### config.mk
export PLATFORM = sky130hd
export DESIGN_NAME = serpent_inv_lt_stage
export DESIGN_NICKNAME = d
export VERILOG_FILES = /design/src/rtl/serpent_pkg.sv /design/src/rtl/serpent_skid_buf.sv /design/src/rtl/serpent_inv_lt_stage.sv
export SDC_FILE = /design/constraint.sdc
export NUM_CORES = 1
export LEC_CHECK = 0
export ABC_AREA = 1
export CORE_ASPECT_RATIO = 2
export CORE_MARGIN = 8
export CORE_UTILIZATION = 50
export CTS_BUF_LIST = sky130_fd_sc_hd__clkbuf_8
export DETAILED_ROUTE_END_ITERATION = 16
export GPL_TIMING_DRIVEN = 0
export PLACE_DENSITY = 0.93
export SYNTH_ARGS = -nofsm -noshare
export SYNTH_HDL_FRONTEND = slang
export SYNTH_SLANG_ARGS = --single-unit
### constraint.sdc
create_clock -name i_clk -period 12.34 [get_ports i_clk]
set_clock_uncertainty 0.15 [all_clocks]
set_input_delay 3.085 -clock i_clk [delete_from_list [all_inputs] [get_ports i_clk]]
set_output_delay 3.085 -clock i_clk [all_outputs]
set_load 0.1 [all_outputs]
### src/rtl/serpent_pkg.sv
// Shared Serpent constants and the linear transform helpers used by the
// forward and inverse LT pipeline stages.
package serpent_pkg;

  localparam int WORD_W  = 32;
  localparam int ROUND_W = 5;
  localparam logic [ROUND_W-1:0] LAST_ROUND = 5'd31;

  localparam int ROT_A  = 22;
  localparam int ROT_B  = 5;
  localparam int ROT_C  = 7;
  localparam int ROT_D  = 1;
  localparam int ROT_E  = 3;
  localparam int ROT_F  = 13;
  localparam int SHL_X1 = 7;
  localparam int SHL_X0 = 3;

  function automatic logic [WORD_W-1:0] rotr32(input logic [WORD_W-1:0] x, input int n);
    return (x >> n) | (x << (WORD_W - n));
  endfunction

  function automatic logic [WORD_W-1:0] rotl32(input logic [WORD_W-1:0] x, input int n);
    return (x << n) | (x >> (WORD_W - n));
  endfunction

  // Returns {X3,X2,X1,X0}.
  function automatic logic [4*WORD_W-1:0] inv_lt(input logic [WORD_W-1:0] x0_in,
                                                  input logic [WORD_W-1:0] x1_in,
                                                  input logic [WORD_W-1:0] x2_in,
                                                  input logic [WORD_W-1:0] x3_in);
    logic [WORD_W-1:0] x0, x1, x2, x3;
    x0 = x0_in;
    x1 = x1_in;
    x2 = x2_in;
    x3 = x3_in;
    x2 = rotr32(x2, ROT_A);
    x0 = rotr32(x0, ROT_B);
    x2 = x2 ^ x3 ^ (x1 << SHL_X1);
    x0 = x0 ^ x1 ^ x3;
    x3 = rotr32(x3, ROT_C);
    x1 = rotr32(x1, ROT_D);
    x3 = x3 ^ x2 ^ (x0 << SHL_X0);
    x1 = x1 ^ x0 ^ x2;
    x2 = rotr32(x2, ROT_E);
    x0 = rotr32(x0, ROT_F);
    return {x3, x2, x1, x0};
  endfunction

  function automatic logic [4*WORD_W-1:0] fwd_lt(input logic [WORD_W-1:0] x0_in,
                                                  input logic [WORD_W-1:0] x1_in,
                                                  input logic [WORD_W-1:0] x2_in,
                                                  input logic [WORD_W-1:0] x3_in);
    logic [WORD_W-1:0] x0, x1, x2, x3;
    x0 = rotl32(x0_in, ROT_F);
    x2 = rotl32(x2_in, ROT_E);
    x1 = x1_in ^ x0 ^ x2;
    x3 = x3_in ^ x2 ^ (x0 << SHL_X0);
    x1 = rotl32(x1, ROT_D);
    x3 = rotl32(x3, ROT_C);
    x0 = x0 ^ x1 ^ x3;
    x2 = x2 ^ x3 ^ (x1 << SHL_X1);
    x0 = rotl32(x0, ROT_B);
    x2 = rotl32(x2, ROT_A);
    return {x3, x2, x1, x0};
  endfunction

endpackage

### src/rtl/serpent_skid_buf.sv
// Generic 2-entry elastic buffer: main register M drives the outputs, skid
// register S absorbs one beat while M is stalled. Ready is registered.
module serpent_skid_buf #(
  parameter int PAYLOAD_W = 133
) (
  input  logic                 i_clk,
  input  logic                 i_rst,
  input  logic                 i_flush,
  input  logic                 i_valid,
  output logic                 o_ready,
  input  logic [PAYLOAD_W-1:0] i_data,
  output logic                 o_valid,
  input  logic                 i_ready,
  output logic [PAYLOAD_W-1:0] o_data
);

  logic [PAYLOAD_W-1:0] m_data_q, m_data_d;
  logic [PAYLOAD_W-1:0] s_data_q, s_data_d;
  logic                 m_vld_q, m_vld_d;
  logic                 s_vld_q, s_vld_d;
  logic                 rdy_q;
  logic                 accept;
  logic                 m_leave;

  assign accept  = i_valid & rdy_q;
  assign m_leave = m_vld_q & i_ready;

  // S can only be full while ready is low, so an accept never coincides with S->M.
  always_comb begin
    m_data_d = m_data_q;
    s_data_d = s_data_q;
    m_vld_d  = m_vld_q;
    s_vld_d  = s_vld_q;
    if (i_flush) begin
      m_data_d = '0;
      s_data_d = '0;
      m_vld_d  = 1'b0;
      s_vld_d  = 1'b0;
    end else if (!m_vld_q || m_leave) begin
      if (s_vld_q) begin
        m_data_d = s_data_q;
        m_vld_d  = 1'b1;
        s_data_d = '0;
        s_vld_d  = 1'b0;
      end else if (accept) begin
        m_data_d = i_data;
        m_vld_d  = 1'b1;
      end else begin
        m_data_d = '0;
        m_vld_d  = 1'b0;
      end
    end else if (accept) begin
      s_data_d = i_data;
      s_vld_d  = 1'b1;
    end
  end

  always_ff @(posedge i_clk or posedge i_rst) begin
    if (i_rst) begin
      m_data_q <= '0;
      s_data_q <= '0;
      m_vld_q  <= 1'b0;
      s_vld_q  <= 1'b0;
      rdy_q    <= 1'b1;
    end else begin
      m_data_q <= m_data_d;
      s_data_q <= s_data_d;
      m_vld_q  <= m_vld_d;
      s_vld_q  <= s_vld_d;
      rdy_q    <= !s_vld_d;
    end
  end

  assign o_ready = rdy_q;
  assign o_valid = m_vld_q;
  assign o_data  = m_data_q;

endmodule

### src/rtl/serpent_inv_lt_stage.sv
// Front half of a Serpent decryption round: InvLT (or K32 mix on round 31)
// feeding the inverse S-box layer through a registered skid buffer.
module serpent_inv_lt_stage
  import serpent_pkg::*;
#(
  parameter int WORD_W  = 32,
  parameter int ROUND_W = 5
) (
  input  logic                  i_clk,
  input  logic                  i_rst,
  input  logic                  i_valid,
  output logic                  o_ready,
  input  logic [ROUND_W-1:0]    i_round,
  input  logic [4*WORD_W-1:0]   i_key,
  input  logic [WORD_W-1:0]     i_word_0,
  input  logic [WORD_W-1:0]     i_word_1,
  input  logic [WORD_W-1:0]     i_word_2,
  input  logic [WORD_W-1:0]     i_word_3,
  input  logic                  i_flush,
  output logic                  o_valid,
  input  logic                  i_ready,
  output logic [WORD_W-1:0]     o_word_0,
  output logic [WORD_W-1:0]     o_word_1,
  output logic [WORD_W-1:0]     o_word_2,
  output logic [WORD_W-1:0]     o_word_3,
  output logic [2:0]            o_sbox_index,
  output logic [ROUND_W-1:0]    o_round,
  output logic [4*WORD_W-1:0]   o_data
);

  localparam int PAYLOAD_W = ROUND_W + 4*WORD_W;

  logic [4*WORD_W-1:0]  xfm_data;
  logic [PAYLOAD_W-1:0] in_payload;
  logic [PAYLOAD_W-1:0] out_payload;

  always_comb begin
    if (i_round == LAST_ROUND) begin
      xfm_data = {i_word_3, i_word_2, i_word_1, i_word_0} ^ i_key;
    end else begin
      xfm_data = inv_lt(i_word_0, i_word_1, i_word_2, i_word_3);
    end
  end

  assign in_payload = {i_round, xfm_data};

  serpent_skid_buf #(
    .PAYLOAD_W(PAYLOAD_W)
  ) u_skid (
    .i_clk   (i_clk),
    .i_rst   (i_rst),
    .i_flush (i_flush),
    .i_valid (i_valid),
    .o_ready (o_ready),
    .i_data  (in_payload),
    .o_valid (o_valid),
    .i_ready (i_ready),
    .o_data  (out_payload)
  );

  // Empty M holds zero, so round/index/words read 0 when nothing is held.
  assign o_data       = out_payload[4*WORD_W-1:0];
  assign o_round      = out_payload[PAYLOAD_W-1:4*WORD_W];
  assign o_sbox_index = o_round[2:0];
  assign o_word_0     = o_data[WORD_W-1:0];
  assign o_word_1     = o_data[2*WORD_W-1:WORD_W];
  assign o_word_2     = o_data[3*WORD_W-1:2*WORD_W];
  assign o_word_3     = o_data[4*WORD_W-1:3*WORD_W];

endmodule

After elaboration in Yosys (flattened, before gate mapping). Index checks and enable logic that the tools add are counted.

Shifts and indexed selects: 0. Multiply operators: 0. Multiplexer cells: 16. Div/mod/pow operators: 0. Reductions and logical operators: 6. Equality and inequality tests: 2. Add/sub/neg operators: 0. Bitwise operators: 17. Magnitude comparators: 0.

Operator list (count): $mux 133 (8); $xor 32x32->32 (8); $mux 128 (1); $xor 128x128->128 (1); $or 10x32->32 (1); $or 19x32->32 (1); $or 25x32->32 (1); $or 27x32->32 (1); $or 29x32->32 (1); $or 31x32->32 (1); $mux 1 (7); $eq 5x5->1 const B (1); $ne 3x2->1 const B (1); $reduce_bool 3->1 (1); $and 1x1->1 (2); $logic_not 1->1 (2); $reduce_and 2->1 (1); $reduce_bool 2->1 (1); $logic_or 1x1->1 (1).

Memory bits (read-only): 0. Bits of input ports: 266. Output and inout bits: 266. Word-level logic and storage cells: 46. Bits in latches: 0. Register bits after elaboration: 269. Memory bits (writable): 0. Memories kept: 0.

Depth between registers and ports, before layout.
Depth in word-level cells: 10. Depth in mapped cells: 15. Mapped depth without buffers: 14.

By module. Synthesis repeated with hierarchy kept, for this count alone.

Cell total of the unflattened synthesis: 3048. Area, all modules: 20318.2 um^2.

By module, submodules not included: serpent_skid_buf (cells each 1638, area an instance 13097.6 um^2, seq. area each 6732.7 um^2, times used 1); serpent_inv_lt_stage (cells each 1410, area an instance 7220.7 um^2, seq. area each 0.0 um^2, times used 1).

Worst setup path after synthesis. Ideal clock, no wire load.

Path kind: register to output. Start point: register u_skid.m_data_q[24] (netlist: u_skid.o_data[24]). End point: output port o_word_0[24]. Data required time: 9105 ps. Data arrival time: 1340 ps. Path buffers: 1. Stages on the path, launching flop included: 2. Slack: 7765 ps. Path through: dfrtp_1 buf_4.

RTL lines: start, declared (line serpent_skid_buf.sv:17) `logic [PAYLOAD_W-1:0] m_data_q, m_data_d;`; start signal, assigned (line serpent_skid_buf.sv:66) `m_data_q <= m_data_d;`; end, declared (line serpent_inv_lt_stage.sv:22) `output logic [WORD_W-1:0] o_word_0,`.

No word-level cell between the ends.

Final worst setup path.
Start point: register u_skid.m_data_q[104] (netlist: u_skid.o_data[104]). End point: output port o_word_3[8].

RTL lines: end, declared (line serpent_inv_lt_stage.sv:25) `output logic [WORD_W-1:0] o_word_3,`.

No word-level cell between the ends.

==> results.md <==
- Outcome: finished clean
- Arrival time reported for the critical path endpoint: 2370 ps
- End point of the worst hold path: u_skid.s_data_q[106]
- Setup repair after global routing missed its margin: no
- Total standard cell area after synthesis: 18200 um^2
- Peak ir drop on the vdd network: approximately 110 uV
- Quantity of hold-fixing buffers added after cts: 0
- Largest fanout on the critical path: 3
- Routed via count divided by cell count: 5.84
- Kind of end point of the critical path: output pin
- Number of cell instances on the worst register-to-register path: 10
- Final Hold Viols: 0
- Vertical extent of the die: 286 um
- Fin crit period: between 5000 and 6000 ps
- Synth async-reset ratio: 100%
- Total core area: 36200 um^2
- Growth of design area from synthesis to finish: 36.7%
- Number of synthesized register bits: ~270
- Clk slew on worst S/H paths: 70 ps
- # Max-Cap Violations: 0
- Routed vias: 21600
- Number of top-level pins: 532
- Core Rows: 99
- Setup crit start kind: register
- Die outline width: 151 um
- Combined area of the multi-input logic cells: 9240 um^2
- Crit path max-delay cell type: sky130_fd_sc_hd__clkdlybuf4s50_1
- Synthesis Warnings: 0
- Minimum setup slack among reg-to-reg paths: between 9000 and 10000 ps
- Worst path max stage delay: 1150 ps
- Initial DRC count: 2464
- Post-place setup slack: roughly 6500 ps
- Clock buffers created by TritonCTS: 39
- H-Tree Level Count: 2
- Max Freq: between 0.15 and 0.2 GHz
- Pin count of the biggest net entering global routing: about 130
- Global-route usage over all layers: 44.1%
- Net count of the finished layout: around 3500
- Cell chosen for the clock root: sky130_fd_sc_hd__clkbuf_8
- Initial antenna violation count: 7
- Post-CTS Resized: 0
- Most frequent cells in the layout: 1167 x sky130_fd_sc_hd__nand2_1, 523 x sky130_fd_sc_hd__clkdlybuf4s50_1, 268 x sky130_fd_sc_hd__dfrtp_1
- Layout cell share with drive strength beyond 1: 8.76%
- Crit path kind: register to output pin
- DRC Markers: 0
- Maximum buffer depth of the clock tree: 3
- Sequence of cells on the critical path: buf_4, clkdlybuf4s50_1
- Slew Limit Headroom: 23.6%
- Power density of the placed cells: 120 nW/um^2
- Sequential-to-total area share from yosys stat: between 30% and 40%
- Clock tree from TritonCTS: built
- Final estimated routing congestion in global placement: 1.04
- Clk sinks: 269
- Start point of the worst min-delay path: u_skid.s_data_q[106]
- Most common flop cell mapped by yosys: sky130_fd_sc_hd__dfrtp_1
- Critical path data required time: 9100 ps
- Commonest non-fill, non-tap cell in the layout: sky130_fd_sc_hd__nand2_1
- CP Launch Point: u_skid.o_data[104]
- FF/Latch Area: 6730 um^2
- Transition time of the tightest slew-check pin: roughly 1100 ps
- Via count of the first global-routing pass: ~21000
- Final slew viol count: 0
- Path category of the worst min-delay check: register to register
- Count of final setup violators: 0
- Count of unique library cells instantiated by Yosys: 28
- Die Area: ~43000 um^2
- Worst Setup Slack, final: between 6000 and 7000 ps
- Worst path bufs/invs: 2
- Effective utilization at floorplan: 50.3%
- Final routed wirelength across all metal layers: 97.2 mm
- Average cell area after synthesis: 6.87 um^2
- Post-synthesis instance total: around 2600
- Worst hold stages: 2
- Number of enable-type register cells in the synthesized netlist: 0
- Static Leak: 12.7 nW
- Worst R2R End: u_skid.o_data[49]
- Filler cell count: 2925
- Number of search-and-repair iterations in the first detailed-routing pass: 6
- Post-CTS Repair Setup Buffers: 0
- Antenna-violating nets left: 0
- Launch point of the worst reg-to-reg path: u_skid.o_valid
- Gate family responsible for the most delay along the worst path: buffers and inverters
- Buffers on Ports: 523
- Later-pin clock latency in the skew report: 600 ps
- Wire length per cell: between 20 and 30 um
- HPWL after DPL: 78.5 mm
- Post-synthesis net count: 2915
- Setup TNS: 0 ps
- Wire length of the first global-routing pass: 137 mm
- Final global-route overflow total: 0
- Portion of the clock cycle consumed by the worst path in the final layout: 45.5%
-- final cells by class --
class / count / share of cell area (%)
clock buffers: 46 / 2.54
inverters: 188 / 2.87
plain buffers: 252 / 6.17
diodes: 8 / 0.0804
well taps: 454 / 2.28
flip-flops and latches: 269 / 27.0
repair buffers: 525 / 21.3
multi-input cells: 1940 / 37.1
clock inverters: 22 / 0.658
-- how the worst max path moves through the flow --
stage,end,slack (ps),cells after the start
after floorplan,u_skid.o_data[0],1700,1
after global placement,u_skid.o_data[45],-1640,2
after detailed placement,u_skid.o_data[109],6470,14
after CTS,o_word_1[20],6720,2
after global routing,o_word_1[20],6730,2
final,o_word_3[8],6730,2
-- per-layer routing --
| metal | wire length [um] | global-route usage [%] | part of all wire [%] |
|---|---|---|---|
| met1 | 31900 | 48.6 | 33 |
| met3 | 12000 | 11.7 | 12 |
| met4 | 9700 | 37.5 | 10 |
| met5 | 31 | 0 | 0.032 |
| met2 | 43600 | 69.1 | 45 |
-- flip-flops by register name, summed over array words and instances (netlist names) --
register	flops
u_skid.s_data_q	133
u_skid.o_ready	1
u_skid.o_data	133
u_skid.o_valid	1
u_skid.s_vld_q	1
-- worst register-to-register path, stage by stage (launching register included) --
cell,delay [ps]
sky130_fd_sc_hd__dfrtp_1,390
sky130_fd_sc_hd__inv_1,50
sky130_fd_sc_hd__nor2_1,40
sky130_fd_sc_hd__inv_1,50
sky130_fd_sc_hd__nand2_1,80
sky130_fd_sc_hd__buf_2,210
sky130_fd_sc_hd__inv_2,340
sky130_fd_sc_hd__clkbuf_1,890
sky130_fd_sc_hd__buf_2,430
sky130_fd_sc_hd__nand2_1,100
sky130_fd_sc_hd__nand2_1,80
-- synth_stat cells, drive strengths merged, types with 31 or more instances --
master	n	area, um^2
nand2	1168	4390
dfrtp	268	6710
nand3	264	1320
buf	195	1320
inv	187	702
o21ai	132	661
xnor2	91	797
o22ai	85	546
xor2	67	602
clkbuf	57	215
a22o	42	368
or2	31	194
-- stage by stage --
stage | cells | util (%) | total power, mW | area (um^2) | hold slack, ps
2_1_floorplan | 2649 | - | 1.76 | 18200 | 299
3_3_place_gp | 3626 | 66.4 | 2.19 | 24000 | 311
3_5_place_dp | 3628 | 66.6 | 2.20 | 24100 | 316
4_1_cts | 3696 | 68.8 | 2.96 | 24900 | 335
5_1_grt | 3699 | 68.8 | 3.06 | 24900 | 351
6_report | 3704 | 68.8 | 2.98 | 24900 | 332
-- report_power, final --
| part | total (mW) | switching [mW] | internal, mW |
|---|---|---|---|
| registers | 0.966 | 0.0385 | 0.928 |
| clock network | 0.769 | 0.385 | 0.385 |
| logic | 1.25 | 0.908 | 0.340 |
-- logic make-up after synthesis --
family	synth area share (%)
AO/OA/AOI/OAI	10.0
XOR/XNOR	7.68
buffers and inverters	12.3
flip-flops	37.0
AND/OR/NAND/NOR	33.0
Power figures use the tool's default switching activity.
